==> config.mk <==
export PLATFORM = sky130hd
export DESIGN_NAME = mant_mult_seq
export DESIGN_NICKNAME = d
export VERILOG_FILES = /design/src/rtl/fp_mult_pkg.sv /design/src/rtl/mant_mult_step.sv /design/src/rtl/mant_mult_seq.sv
export SDC_FILE = /design/constraint.sdc
export NUM_CORES = 1
export LEC_CHECK = 0
export ABC_AREA = 1
export CAP_MARGIN = 20
export CORE_AREA = 3 3 149 180
export DETAILED_ROUTE_END_ITERATION = 10
export DIE_AREA = 0 0 152 183
export PLACE_DENSITY_LB_ADDON = 0.15
export SYNTH_ARGS = -nofsm -noshare
export SYNTH_HDL_FRONTEND = slang
export SYNTH_SLANG_ARGS = --single-unit
export TNS_END_PERCENT = 100
==> constraint.sdc <==
create_clock -name clk -period 7.7 [get_ports clk]
set_input_delay 1.155 -clock clk [delete_from_list [all_inputs] [get_ports clk]]
set_output_delay 1.155 -clock clk [all_outputs]
set_load 0.005 [all_outputs]
==> src/rtl/fp_mult_pkg.sv <==
// ---------------------------------------------------------------------------
// fp_mult_pkg
//
// Shared definitions for the FP multiplier mantissa datapath:
//   - state_t     : control-state encoding of the sequential mantissa multiplier
//   - FP_MANT_W   : double-precision mantissa width, hidden bit included
//   - calc_iter() : number of shift-add iterations for a width / radix pair
// ---------------------------------------------------------------------------
package fp_mult_pkg;

  // Double-precision mantissa: 52 stored fraction bits plus the hidden bit.
  localparam int FP_MANT_W = 53;

  // Encodings are fixed so that the control FSM and debug views agree on them.
  // The fourth encoding (2'b11) is unused and recovers to IDLE.
  typedef enum logic [1:0] {
    IDLE = 2'b00,
    RUN  = 2'b01,
    DONE = 2'b10
  } state_t;

  // Ceiling division: the number of iterations needed to retire every
  // multiplier bit when bpc bits are consumed per cycle.
  function automatic int calc_iter(input int width, input int bpc);
    return (width + bpc - 1) / bpc;
  endfunction

endpackage

==> src/rtl/mant_mult_step.sv <==
// ---------------------------------------------------------------------------
// mant_mult_step
//
// One combinational shift-add iteration of the unsigned mantissa multiplier.
// The partial product (multiplier digit * multiplicand) is added to the
// running accumulator, then the sum is shifted right by BITS_PER_CYCLE.
// The bits that fall off the bottom of the accumulator are returned so the
// caller can shift them into the top of its multiplier register.
//
// Ports:
//   acc_i         in  WIDTH+BITS_PER_CYCLE  running accumulator
//   mplier_bits_i in  BITS_PER_CYCLE        low multiplier digit for this step
//   mcand_i       in  WIDTH                 multiplicand
//   acc_o         out WIDTH+BITS_PER_CYCLE  accumulator after add and shift
//   shift_out_o   out BITS_PER_CYCLE        low sum bits shifted out
// ---------------------------------------------------------------------------
module mant_mult_step
  import fp_mult_pkg::*;
#(
  parameter  int WIDTH          = FP_MANT_W,
  parameter  int BITS_PER_CYCLE = 1,
  localparam int AW             = WIDTH + BITS_PER_CYCLE
) (
  input  logic [AW-1:0]             acc_i,
  input  logic [BITS_PER_CYCLE-1:0] mplier_bits_i,
  input  logic [WIDTH-1:0]          mcand_i,
  output logic [AW-1:0]             acc_o,
  output logic [BITS_PER_CYCLE-1:0] shift_out_o
);

  logic [AW-1:0] pp;
  logic [AW-1:0] sum;

  // The accumulator always stays below mcand after the shift, so
  // acc + digit*mcand < 2^BITS_PER_CYCLE * mcand and never overflows AW bits.
  always_comb begin
    // NOTE: every combinational output gets a default first so no latch is inferred.
    pp = '0;
    for (int k = 0; k < BITS_PER_CYCLE; k++) begin
      if (mplier_bits_i[k]) begin
        pp = pp + (AW'(mcand_i) << k);
      end
    end
    sum         = acc_i + pp;
    acc_o       = sum >> BITS_PER_CYCLE;
    shift_out_o = sum[BITS_PER_CYCLE-1:0];
  end

endmodule

==> src/rtl/mant_mult_seq.sv <==
// ---------------------------------------------------------------------------
// mant_mult_seq
//
// Iterative unsigned mantissa multiplier for the FP multiplier datapath.
// Responds to the control FSM's start/done handshake; latency is fixed at
// ITER+1 edges after the start edge regardless of operand values, so the
// controller can predict the done cycle exactly.
//
// Ports:
//   clk      in   1        clock, rising edge
//   rst      in   1        synchronous active-high reset, priority over start
//   start    in   1        request pulse; a and b valid in the same cycle
//   a        in   WIDTH    multiplicand, unsigned
//   b        in   WIDTH    multiplier, unsigned
//   product  out  2*WIDTH  full product a*b; stable while done=1
//   done     out  1        result valid; held until next accepted start or rst
//   busy     out  1        high while iterating
// ---------------------------------------------------------------------------
module mant_mult_seq
  import fp_mult_pkg::*;
#(
  parameter int WIDTH          = FP_MANT_W,
  parameter int BITS_PER_CYCLE = 1
) (
  input  logic               clk,
  input  logic               rst,
  input  logic               start,
  input  logic [WIDTH-1:0]   a,
  input  logic [WIDTH-1:0]   b,
  output logic [2*WIDTH-1:0] product,
  output logic               done,
  output logic               busy
);

  localparam int ITER = calc_iter(WIDTH, BITS_PER_CYCLE);
  // Multiplier register is padded up to a whole number of digits; for an odd
  // WIDTH with two bits per cycle, b is zero-extended by one bit at capture.
  localparam int MW   = ITER * BITS_PER_CYCLE;
  localparam int AW   = WIDTH + BITS_PER_CYCLE;
  localparam int CW   = $clog2(ITER + 1);
  localparam int PW   = 2 * WIDTH;

  state_t                    state_q;
  logic [CW-1:0]             cnt_q;
  logic [WIDTH-1:0]          mcand_q;
  logic [MW-1:0]             mplier_q;
  logic [AW-1:0]             acc_q;
  logic [PW-1:0]             product_q;
  logic                      done_q;
  logic                      busy_q;

  logic [AW-1:0]             acc_d;
  logic [BITS_PER_CYCLE-1:0] shift_out;
  logic [MW-1:0]             mplier_d;
  logic [PW-1:0]             product_d;

  mant_mult_step #(
    .WIDTH          (WIDTH),
    .BITS_PER_CYCLE (BITS_PER_CYCLE)
  ) u_step (
    .acc_i         (acc_q),
    .mplier_bits_i (mplier_q[BITS_PER_CYCLE-1:0]),
    .mcand_i       (mcand_q),
    .acc_o         (acc_d),
    .shift_out_o   (shift_out)
  );

  // {acc, mplier} behaves as one double-length shift register: the bits
  // shifted out of the accumulator refill the top of the multiplier.
  assign mplier_d  = {shift_out, mplier_q[MW-1:BITS_PER_CYCLE]};
  // After the last step the concatenation holds a*b exactly; only the low
  // 2*WIDTH bits can be non-zero.
  assign product_d = PW'({acc_d, mplier_d});

  always_ff @(posedge clk) begin
    // NOTE: sequential state uses non-blocking assignments only, so every
    // register samples pre-edge values regardless of statement order.
    if (rst) begin
      // NOTE: the operand registers are plain flops, not a memory, so clearing
      // them on reset is cheap and keeps the block fully deterministic.
      state_q   <= IDLE;
      cnt_q     <= '0;
      mcand_q   <= '0;
      mplier_q  <= '0;
      acc_q     <= '0;
      product_q <= '0;
      done_q    <= 1'b0;
      busy_q    <= 1'b0;
    end else begin
      case (state_q)
        // A start from DONE is accepted exactly like one from IDLE, which
        // allows back-to-back operations without an idle bubble.
        IDLE, DONE: begin
          if (start) begin
            mcand_q  <= a;
            mplier_q <= MW'(b);
            acc_q    <= '0;
            cnt_q    <= '0;
            done_q   <= 1'b0;
            busy_q   <= 1'b1;
            state_q  <= RUN;
          end
        end

        // start is deliberately not looked at here: an in-flight operation
        // always completes with its captured operands.
        RUN: begin
          acc_q    <= acc_d;
          mplier_q <= mplier_d;
          cnt_q    <= cnt_q + 1'b1;
          if (cnt_q == CW'(ITER - 1)) begin
            product_q <= product_d;
            done_q    <= 1'b1;
            busy_q    <= 1'b0;
            state_q   <= DONE;
          end
        end

        default: begin
          state_q <= IDLE;
          done_q  <= 1'b0;
          busy_q  <= 1'b0;
        end
      endcase
    end
  end

  assign product = product_q;
  assign done    = done_q;
  assign busy    = busy_q;

endmodule

==> metrics.txt <==
status finished clean; Fillers 2010; Vias 15711; Placer Congestion 0.942; cell internal pwr 2.47 mW; Syn Nets 2580; first-pass GRT wire length 77200 µm; CTS Sinks 274; ys flop type dfxtp_1; Worst Path Required 8.16 ns; Yosys warnings 0; Fmax 260 MHz; die area 0.0278 mm²; WL final 48400 µm; DRC 0; Final Instance Area 0.0184 mm²; largest net degree at the start of global routing 109; register area 0.00549 mm²; initial core utilization 0.596; Post-Syn Area 0.0151 mm²; CP max FO 61; area grow syn2layout 21.6%; share of layout cells above drive strength 1 0.0359; vias in the first global route 15537; Hold Crit Class flip-flop to flip-flop; Lkg Pwr 8.93 nW; CP Cell Sequence clkdlybuf4s50_1, inv_1, nor2_4, inv_2, buf_4, nand2_1, inv_2, buf_4, nand2_1, a21oi_1; Antenna Nets Post-Route 0; Setup CP Type input port to flip-flop; max-slew violations 0; most frequent cells in the layout nand2_1, inv_1, dfxtp_1, clkdlybuf4s50_1, nor2_1; Yosys reg bits 274; CP startpoint kind input port; drt wl/cell 16.5 µm; CTS Hold Bufs 0; Via density 5.37; Final min period 3.85 ns; nets@finish 2738; WP data arrival 4.30 ns; DR pass1 iterations 6; most common cell after layout, fill and taps aside nand2_1; max_slew headroom 0.251; diodes inserted 0; critical path's largest stage delay 0.72 ns; synthesized netlist cell count 2415; initial antenna violation count 0; Logic pwr share 0.080; met2 WL 23900 µm; Setup violations, final 0; CTS tree done; Die X 152 µm; sequential fraction of design power 0.461; Pwr Density 177 mW/mm²; EDFF count, synth 0; Iter 0 DRT Violations 1010; VDD IR max 0.215 mV; DP Area 0.0174 mm²; FF-to-FF setup slack 3.96 ns; NetSw 0.784 mW; Sum Neg Setup Slack 0 ns; CP top delay family buffers and inverters; Seq/Total Area, Yosys 0.363; Syn Area/Cell 6.25 µm²; Max-Cap Viols 0; post-cts sizing count 0; met1 WL 19400 µm; Die Ht 183 µm; core region area 0.0253 mm²; number of port buffers 216; dominant cell type by area after synthesis dfxtp_1; asr flop ratio synth 0; H-tree Lvls 1; CTS Buf Count 27; GRT overflow 0; FP Rows 64; root buffer cell clkbuf_16; Buf+Inv Stages, Crit Path 6; clock skew 0.0133 ns; DP HPWL 34400 µm; Yosys top cell area share 0.363; area of the multi-input gates 0.00783 mm²; I/O pins 217; period utilization 0.500; Slew @ Worst Pin 1.12 ns; DR top layer met4; crit path capture type flip-flop; clock share of power 0.459; met3 wire len 3780 µm; synth unique cells 34; switch share 0.241; clk_lat worst skew 0.55 ns; Hold Vio Cnt, Final 0; Clock Tree Buf Depth 3; main area contributors after synthesis dfxtp_1, nand2_1, inv_1; Reg clk slew, reported paths 0.07 ns; Crit-path slowest cell buf_4; RSZ-0062 raised after global routing no; Setup Fix Bufs, Post-CTS 0; Global Route Usage Sum 0.333
cell type report:
class,instances,area share
clock buffer,34,0.0393
multi-input combinational,1673,0.427
tap,330,0.0225
inverter,370,0.0757
clock inverter,16,0.0148
sequential,274,0.299
timing repair buffer,227,0.122
registers in the layout (all words and copies together), names as in the netlist:
name,flops
mcand_q,53
product,106
busy,1
acc_q,53
mplier_q,53
done,1
state_q,1
cnt_q,6
per-stage QoR:
step | total power, mW | cells | util | hold slack (ns) | worst slack [ns]
after floorplan | 1.67 | 2415 | - | 0.444 | 5.13
after global placement | 1.77 | 2874 | 0.686 | 0.449 | 3.59
after CTS | 3.26 | 2924 | 0.725 | 0.465 | 3.92
after detailed placement | 1.78 | 2874 | 0.686 | 0.452 | 3.44
after global routing | 3.35 | 2924 | 0.725 | 0.483 | 3.67
final | 3.25 | 2924 | 0.725 | 0.465 | 3.85
Yosys cell counts (9+ instances only):
master and instances:
nand2_1 908, xor2_1 20, inv_1 365, a31oi_1 53, o21bai_1 25, nand4_1 10
nor2_1 192, or2_2 9, dfxtp_1 274, nor3_1 14, clkbuf_1 68, ha_1 55
nand3_1 64, a21oi_1 154, o21a_1 12, buf_2 22, nand2_2 9, o21ai_0 99
a21o_1 13
tightest hold or removal path, cell delays in order (launching register included):
cell and delay, ns:
dfxtp_1 0.31, nand2_1 0.06, a21oi_1 0.05
metal layers:
| metal | global-route usage | up-vias |
|---|---|---|
| li1 | - | 7754 |
| met1 | 0.406 | 7214 |
| met2 | 0.604 | 638 |
| met3 | 0.0595 | 105 |
| met4 | 0.0939 | 0 |
| met5 | 0 | - |
final timing paths:
path | startpoint | end | depth (start not counted)
min | product[40] | product[40] | 2
max | start | acc_q[52] | 10
max reg2reg | mplier_q[0] | acc_q[52] | 16
min reg2reg | product[40] | product[40] | 2
power groups by stage:
| stage | clock [mW] | sequential, mW | combinational (mW) |
|---|---|---|---|
| 2_1_floorplan | 0 | 1.52 | 0.153 |
| 3_5_place_dp | 0 | 1.53 | 0.253 |
| 3_3_place_gp | 0 | 1.53 | 0.245 |
| 5_1_grt | 1.56 | 1.50 | 0.287 |
| 4_1_cts | 1.50 | 1.50 | 0.259 |
| 6_report | 1.49 | 1.50 | 0.261 |
cell families after synthesis:
| group | synth area share |
|---|---|
| AO/OA/AOI/OAI | 0.136 |
| XOR/XNOR | 0.0133 |
| adder cells (fa/ha/maj) | 0.0469 |
| buffers and inverters | 0.118 |
| flip-flops | 0.363 |
| AND/OR/NAND/NOR | 0.322 |
(Power assumes the default switching activity.)
